--- config.mk ---
export PLATFORM = sky130hd
export DESIGN_NAME = traffic_sink
export DESIGN_NICKNAME = d
export VERILOG_FILES = /design/src/rtl/traffic_sink.sv
export SDC_FILE = /design/constraint.sdc
export NUM_CORES = 1
export LEC_CHECK = 0
export BUFFER_PORTS_ARGS = -buffer_cell sky130_fd_sc_hd__buf_2
export CAP_MARGIN = 40
export CORE_AREA = 2 2 92 94
export CTS_CLUSTER_DIAMETER = 150
export DETAILED_ROUTE_END_ITERATION = 6
export DIE_AREA = 0 0 94 96
export GPL_ROUTABILITY_DRIVEN = 0
export SLEW_MARGIN = 15
export SYNTH_ARGS = -nofsm -noshare
export SYNTH_HDL_FRONTEND = slang
export SYNTH_SLANG_ARGS = --single-unit
--- constraint.sdc ---
create_clock -name clk -period 3.3 [get_ports clk]
set_input_delay 0.165 -clock clk [delete_from_list [all_inputs] [get_ports clk]]
set_output_delay 0.165 -clock clk [all_outputs]
set_load 0.1 [all_outputs]
--- src/rtl/traffic_sink.sv ---
// Receive-side traffic endpoint: grants the generator, checks HEAD/BODY/TAIL format, address and body count, keeps stats.
// Outputs registered one cycle after the flit edge; no backpressure, a flit is consumed every cycle it is presented.

package router_pkg;
    typedef enum logic [1:0] {
        NONE = 2'd0,
        HEAD = 2'd1,
        BODY = 2'd2,
        TAIL = 2'd3
    } flit_type_t;

    typedef struct packed {
        logic [7:0] xaddr;
        logic [7:0] yaddr;
    } head_t;

    typedef struct packed {
        logic [15:0] data;
    } body_t;

    typedef union packed {
        head_t head;
        body_t body;
    } payload_t;

    typedef struct packed {
        logic       valid;
        flit_type_t flit_type;
        payload_t   payload;
    } FLIT_t;

    localparam int FLIT_SIZE = $bits(FLIT_t);
endpackage

module traffic_sink
    import router_pkg::*;
#(
    parameter int         BODY_COUNT = 2,
    parameter logic [7:0] MY_X       = 8'd0,
    parameter logic [7:0] MY_Y       = 8'd1,
    parameter int         TIMEOUT    = 16,
    parameter int         CNT_W      = 16
) (
    input  logic             clk,
    input  logic             reset,
    input  logic             i_enable,
    input  logic             i_req,
    input  FLIT_t            i_flit,
    output logic             o_send,
    output logic             o_pkt_done,
    output logic             o_err,
    output logic [2:0]       o_err_code,
    output logic [CNT_W-1:0] o_pkt_count,
    output logic [CNT_W-1:0] o_err_count,
    output logic [15:0]      o_last_data,
    output logic             o_busy
);

    localparam int BC_W = $clog2(BODY_COUNT) + 1;
    localparam int TM_W = $clog2(TIMEOUT + 1);
    localparam logic [BC_W-1:0] BC_MAX  = BC_W'(BODY_COUNT);
    localparam logic [TM_W-1:0] TM_LAST = TM_W'(TIMEOUT - 1);

    localparam logic [2:0] E_TYPE    = 3'd1;
    localparam logic [2:0] E_ADDR    = 3'd2;
    localparam logic [2:0] E_COUNT   = 3'd3;
    localparam logic [2:0] E_TIMEOUT = 3'd4;
    localparam logic [2:0] E_NONE    = 3'd5;

    typedef enum logic [2:0] {
        ST_IDLE,
        ST_GRANT,
        ST_WAIT_HEAD,
        ST_BODY,
        ST_WAIT_TAIL,
        ST_DROP
    } state_t;

    state_t          state;
    state_t          state_nxt;
    logic [TM_W-1:0] timer;
    logic [BC_W-1:0] body_cnt;
    logic [BC_W-1:0] body_cnt_inc;

    logic       present;
    flit_type_t ftype;
    logic       addr_ok;
    logic       timed;
    logic       timer_hit;

    logic       err_det;
    logic [2:0] err_code_det;
    logic       done_det;
    logic       body_acc;

    assign present      = i_flit.valid;
    assign ftype        = i_flit.flit_type;
    assign addr_ok      = (i_flit.payload.head.xaddr == MY_X) && (i_flit.payload.head.yaddr == MY_Y);
    assign timed        = (state == ST_WAIT_HEAD) || (state == ST_BODY) ||
                          (state == ST_WAIT_TAIL) || (state == ST_DROP);
    assign timer_hit    = timed && !present && (timer == TM_LAST);
    assign body_cnt_inc = body_cnt + BC_W'(1);

    always_ff @(posedge clk) begin
        if (reset) begin
            state <= ST_IDLE;
        end else begin
            state <= state_nxt;
        end
    end

    always_comb begin
        state_nxt = state;
        unique case (state)
            ST_IDLE: begin
                if (i_enable && i_req) state_nxt = ST_GRANT;
            end
            ST_GRANT: state_nxt = ST_WAIT_HEAD;
            ST_WAIT_HEAD: begin
                if (present) begin
                    if (ftype == HEAD && addr_ok)
                        state_nxt = (BODY_COUNT == 0) ? ST_WAIT_TAIL : ST_BODY;
                    else
                        state_nxt = ST_DROP;
                end else if (timer_hit) begin
                    state_nxt = ST_IDLE;
                end
            end
            ST_BODY: begin
                if (present) begin
                    case (ftype)
                        BODY:    if (body_cnt_inc == BC_MAX) state_nxt = ST_WAIT_TAIL;
                        TAIL:    state_nxt = ST_IDLE;
                        default: state_nxt = ST_DROP;
                    endcase
                end else if (timer_hit) begin
                    state_nxt = ST_IDLE;
                end
            end
            ST_WAIT_TAIL: begin
                if (present)
                    state_nxt = (ftype == TAIL) ? ST_IDLE : ST_DROP;
                else if (timer_hit)
                    state_nxt = ST_IDLE;
            end
            ST_DROP: begin
                if ((present && ftype == TAIL) || timer_hit) state_nxt = ST_IDLE;
            end
            default: state_nxt = ST_IDLE;
        endcase
    end

    // Detection happens here; the results are registered below so pulses trail the flit by one cycle.
    always_comb begin
        err_det      = 1'b0;
        err_code_det = 3'd0;
        done_det     = 1'b0;
        body_acc     = 1'b0;
        unique case (state)
            ST_IDLE: begin
                if (present) begin
                    err_det      = 1'b1;
                    err_code_det = E_TYPE;
                end
            end
            ST_WAIT_HEAD: begin
                if (present) begin
                    case (ftype)
                        HEAD: begin
                            err_det      = !addr_ok;
                            err_code_det = E_ADDR;
                        end
                        NONE: begin
                            err_det      = 1'b1;
                            err_code_det = E_NONE;
                        end
                        default: begin
                            err_det      = 1'b1;
                            err_code_det = E_TYPE;
                        end
                    endcase
                end else if (timer_hit) begin
                    err_det      = 1'b1;
                    err_code_det = E_TIMEOUT;
                end
            end
            ST_BODY, ST_WAIT_TAIL: begin
                if (present) begin
                    case (ftype)
                        BODY: begin
                            if (state == ST_BODY) begin
                                body_acc = 1'b1;
                            end else begin
                                err_det      = 1'b1;
                                err_code_det = E_COUNT;
                            end
                        end
                        TAIL: begin
                            if (state == ST_WAIT_TAIL) begin
                                done_det = 1'b1;
                            end else begin
                                err_det      = 1'b1;
                                err_code_det = E_COUNT;
                            end
                        end
                        HEAD: begin
                            err_det      = 1'b1;
                            err_code_det = E_TYPE;
                        end
                        default: begin
                            err_det      = 1'b1;
                            err_code_det = E_NONE;
                        end
                    endcase
                end else if (timer_hit) begin
                    err_det      = 1'b1;
                    err_code_det = E_TIMEOUT;
                end
            end
            default: ;
        endcase
    end

    always_ff @(posedge clk) begin
        if (reset) begin
            o_send      <= 1'b0;
            o_pkt_done  <= 1'b0;
            o_err       <= 1'b0;
            o_err_code  <= 3'd0;
            o_pkt_count <= '0;
            o_err_count <= '0;
            o_last_data <= 16'd0;
            o_busy      <= 1'b0;
            timer       <= '0;
            body_cnt    <= '0;
        end else begin
            o_send     <= (state_nxt == ST_GRANT);
            o_busy     <= (state_nxt != ST_IDLE);
            o_pkt_done <= done_det;
            o_err      <= err_det;

            if (!timed || present || state_nxt == ST_IDLE)
                timer <= '0;
            else
                timer <= timer + TM_W'(1);

            if (state == ST_GRANT)
                body_cnt <= '0;
            else if (body_acc)
                body_cnt <= body_cnt_inc;

            if (body_acc) o_last_data <= i_flit.payload.body.data;

            if (err_det) begin
                o_err_code <= err_code_det;
                if (o_err_count != '1) o_err_count <= o_err_count + CNT_W'(1);
            end

            if (done_det && o_pkt_count != '1) o_pkt_count <= o_pkt_count + CNT_W'(1);
        end
    end

endmodule

### After elaboration in Yosys (flattened, before gate mapping)

Index checks and enable logic that the tools add are counted.

| storage, ports and cells | value |
|---|---|
| register bits after elaboration | 65 |
| input bits | 23 |
| output and inout port bits | 55 |
| logic and storage cells | 91 |

| operators by class | value |
|---|---|
| add/subtract/negate cells | 4 |
| eq/ne operators | 14 |
| muxes and demuxes | 37 |
| reduce and logical (&&, ||, !) cells | 25 |

Operators by type and width:

| operator | number |
|---|---|
| $mux W3 | 12 |
| $add A16 B1 Y16 const B | 2 |
| $ne A16 B16 Y1 const B | 2 |
| $pmux W3 S3 | 2 |
| $pmux W3 S6 | 1 |
| $mux W1 | 16 |
| $pmux W3 S2 | 2 |
| $eq A8 B1 Y1 const B | 1 |
| $logic_not A8 Y1 | 1 |
| $logic_and A1 B1 Y1 | 7 |
| $eq A2 B2 Y1 const B | 3 |
| $eq A3 B1 Y1 const B | 2 |
| $eq A3 B2 Y1 const B | 2 |
| $eq A3 B3 Y1 const B | 2 |
| $logic_not A3 Y1 | 2 |
| $logic_or A1 B1 Y1 | 6 |
| $reduce_or A2 Y1 | 3 |
| $add A5 B1 Y5 const B | 1 |
| $eq A5 B4 Y1 const B | 1 |
| $mux W2 | 2 |
| $logic_not A1 Y1 | 3 |
| $pmux W1 S3 | 1 |
| $reduce_bool A3 Y1 | 1 |
| $add A2 B1 Y2 const B | 1 |
| other kinds (4) | 4 |

### Depth between registers and ports, before layout

| logic depth | value |
|---|---|
| word-level depth | 12 |
| gate-level depth with buffers | 10 |
| mapped depth without buffers | 9 |

### Least setup slack after synthesis

Ideal clock, no wire load.

| path | value |
|---|---|
| path type | register to register |
| start | reg o_err_count[11] |
| end | reg o_err_count[7] |
| library setup time | 0.128 ns |
| arrival | 2.515 ns |
| data required time | 3.172 ns |
| slack | 0.657 ns |
| stages on the path, launching flop included | 7 |
| buffers on the path | 0 |
| path through | dfxtp_1 nand4_1 nor4_1 a21oi_1 o211ai_1 xor2_1 nor2_1 |

| on the way | value |
|---|---|
| cells in the longest elaborated chain, start to end | 2 |

Ends and longest elaborated chain:

| element | RTL line | text |
|---|---|---|
| start: declaration | 54 | `output logic [CNT_W-1:0] o_err_count,` |
| start signal: assignment | 256 | `if (o_err_count != '1) o_err_count <= o_err_count + CNT_W'(1);` |
| $ne A16 B16 Y1 | 256 |  |
| $reduce_and A2 Y1 (no line) | - |  |

No other way between the ends.
A chain may end at the register's enable or synchronous reset.

### Worst setup path in the final report

| path | value |
|---|---|
| start | reg timer[0] |
| end | reg o_err_count[5] |

| on the way | value |
|---|---|
| cells in the longest elaborated chain, start to end | 6 |
| elaborated cells on any way between the ends | 7 |
| those cells by class | eq/ne: 1; mux: 4; reduce/logical: 2 |

Ends and longest elaborated chain:

| element | RTL line | text |
|---|---|---|
| start: declaration | 81 | `logic [TM_W-1:0] timer;` |
| start signal: assignment | 245 | `timer <= timer + TM_W'(1);` |
| $eq A5 B4 Y1 * | 101 | `assign timer_hit = timed && !present && (timer == TM_LAST);` |
| $logic_and A1 B1 Y1 * | 101 |  |
| $mux W1 * | 182, 215 |  |
| $mux W1 (on tied branches) | 188, 167 |  |
| $pmux W1 S3 * | 159 | `unique case (state)` |
| $reduce_and A2 Y1 (no line) * | - |  |

Mark *: on every way between the ends. The rest lies on a longest branch, timed or not.

==> out/metrics.cfg <==
[grt]
first_global_vias=2524
gr-total-overflow=0
met3_track_usage_gr=0.0517
busiest_layer=met2
globalRouteMet1Util=0.210
grt_max_degree=59
antenna_found_initial=0
grt_pass1_wl_mm=11.7
grt_util_met2=0.254
grt_util_all_layers=0.164

[yosys]
synthCells=376
synth_edf_count=0
synth-async-reset-ratio=0
synth_ff_type=dfxtp_1
yosysSeqAreaShare=0.413
ys_types=59
total_of_warnings_raised_by_yosys=0
syn_nets=404
synthesis.area_um2=3150
post_synth.cell_area_avg_um2=8.39
synth.ff_latch_count=65

[sta]
timing_worst_slew_pin_value_ns=0.715
setup_repair_after_global_routing_missed_its_margin=no
sum_of_negative_setup_slack_ns=0
timing.slew.headroom=0.522
finalHoldViolCount=0
min_period_ns=2.61
clock_skew_ns=0.0110
finalSetupViolations=0
part_of_the_cycle_the_worst_path_needs=0.791
drv_slew=0
timing.hold.ws_ns=0.0709
maxClockFrequency_mhz=383

[place]
detailedPlacementHpwl_mm=5.17
place.port_buffers=77
place_area_um2=3590

[detailed_routing]
route.detailed.vias_per_inst=5.15
total_via_count_after_detailed_routing=2869
detail_route.drc_violations=0
route.detailed.wl_per_inst_um=12.9
drt_wl_total_mm=7.19
drt_iter0_markers=67
dr.pass1.iters=4
ant_nets=0

[setup_path]
timing.critical_path.from_type=flop
worst_setup_path_end_kind=flop
worstPathMaxFanout=7
critPathRequiredTime_ns=3.56
slowest_delay_ns=0.44
timing_worst_setup_path_type=flop to flop
critical_path.slowest_cell=a21oi_1
critical_path.cell_chain=ha_1 -> and3_1 -> ha_1 -> nor2b_1 -> o21ai_1 -> a21oi_1 -> nor2_2 -> or4_1 -> a21oi_1
worst_ep_arrival_time_ns=2.87

[hold_path]
timing.hold.worst.class=input pin to flop

[clocking]
clkLatencyLatePin_ns=0.34
htree_num_levels=3
clock_path_buffers=2
cts-hold-fix-buffers=0
post_cts_buffers=0
clk_transition_reported_paths_ns=0.07
cts_resized=0
numCtsBuffers=9
clock_tree.root_cell=clkbuf_8
tritoncts=yes
cts.sinks=65

[job]
max_cap_viol_count=0

[cells_and_area]
area_growth_pct=20.6
num_antenna_cells=0
final_nets=475
multi_input_comb_area_um2=1720
register_area_um2=1300
fillerInstances=847
final_layout_size_suffix_gt1_frac=0.230
finish.instance_area_um2=3800
fin_util=0.472

[die]
boundaryPins=78
coreArea_um2=8050
floorplan.rows=33
floorplan.die_area_um2=9020
chipHeight_um=96
floorplan.initialDensity=0.392
die-width_um=94

[outcome]
run_status=complete, no violations

[pwr]
pwr_density_cell_nw_per_um2=448
power.static_leakage_nw=1.49
power.ir.vdd_worst_uv=227

-- sequential cells by signal, summed over array words and instances (netlist names), 2 cells and up --
name,cells
o_err_count,16
body_cnt,2
timer,5
o_last_data,16
o_pkt_count,16
state,3
o_err_code,3
-- metrics by stage --
step,instances,power (mW),setup slack [ns]
floorplan,376,0.964,0.657
global placement,541,1.00,0.801
detailed placement,541,1.00,0.686
CTS,557,1.72,0.676
global route,557,1.78,0.453
finish,557,1.70,0.689
-- where the power goes --
part / switching [mW] / leakage (nW) / internal, mW / total, mW
Sequential: 0.0163 / 0.525 / 0.795 / 0.812
Clock: 0.297 / 0.106 / 0.421 / 0.719
Combinational: 0.128 / 0.860 / 0.0446 / 0.172
Total: 0.441 / 1.49 / 1.26 / 1.70
-- kinds of logic after synthesis --
logic type,Yosys count,synth area share
multiplexers,2,0.00675
AO/OA/AOI/OAI,69,0.153
flip-flops,65,0.413
XOR/XNOR,31,0.0861
buffers and inverters,31,0.0433
AND/OR/NAND/NOR,173,0.278
adder cells (fa/ha/maj),5,0.0198
-- metal layers --
layer  up-vias  routed length, µm
li1       1471                  -
met1      1328               3370
met2        61               3350
met3         9                333
met4         0                126
met5         -                  0
-- layout make-up --
cell class / instances / share of cell area
Multi-Input combinational cell: 280 / 0.451
Sequential cell: 65 / 0.342
Timing Repair Buffer: 79 / 0.105
Tap cell: 105 / 0.0345
Clock buffer: 10 / 0.0336
Clock inverter: 6 / 0.0217
Inverter: 12 / 0.0118
-- final timing paths --
| kind | depth (start not counted) | to | startpoint | slack (ns) |
|---|---|---|---|---|
| hold reg to reg | 2 | o_err_code[2] | o_err_code[2] | 0.45 |
| setup reg to reg | 9 | o_err_count[5] | timer[0] | 0.69 |
| setup / recovery | 9 | o_err_count[5] | timer[0] | 0.69 |
| hold / removal | 3 | o_last_data[3] | i_flit[3] | 0.07 |
-- synthesized netlist by cell type, types with 2 or more instances --
master     n  area [µm²]
dfxtp_1   65        1300
nand2_1   52         195
nor2_1    46         173
a21oi_1   26         130
xnor2_1   20         175
inv_1     12        45.0
xor2_1    11        96.3
nand3_1   10        50.1
nand4_1   10        62.6
clkbuf_1   9        33.8
o21ai_0    9        45.0
a211oi_1   8        60.1
buf_2      7        35.0
nor4_1     7        43.8
and3_1     6        37.5
nor2b_1    6        37.5
nor3_1     6        30.0
ha_1       5        62.6
and2_1     4        25.0
and4_1     4        35.0
nand2b_1   4        25.0
o211ai_1   3        22.5
o221ai_1   3        26.3
or4_1      3        22.5
nand3b_1   2        15.0
nor3b_1    2        15.0
nor3b_4    2        37.5
o31ai_1    2        15.0
or3_1      2        12.5
-- worst max-delay path: cells and delay by family, from the launching register on --
kind | cells | cell delay [ns]
fa+ha+maj | 2 | 0.41
compound gates | 3 | 0.74
flops | 1 | 0.36
simple gates | 4 | 1.03
-- placed cells by master (no fill, tap or decap), drive strengths merged, types with 3 or more instances in the layout --
cell type / n
nand2b: 6
nor2b: 6
nor2: 47
nand3: 10
and2: 4
or4: 3
nand4: 10
clkinv: 3
xnor2: 20
nor3: 6
nor4: 7
and4: 4
nor3b: 4
o221ai: 3
a21oi: 26
and3: 6
nand2: 52
a211oi: 8
inv: 12
buf: 79
xor2: 11
ha: 5
clkbuf: 10
o21ai: 11
o211ai: 3
dfxtp: 65
Power figures use the tool's default switching activity.
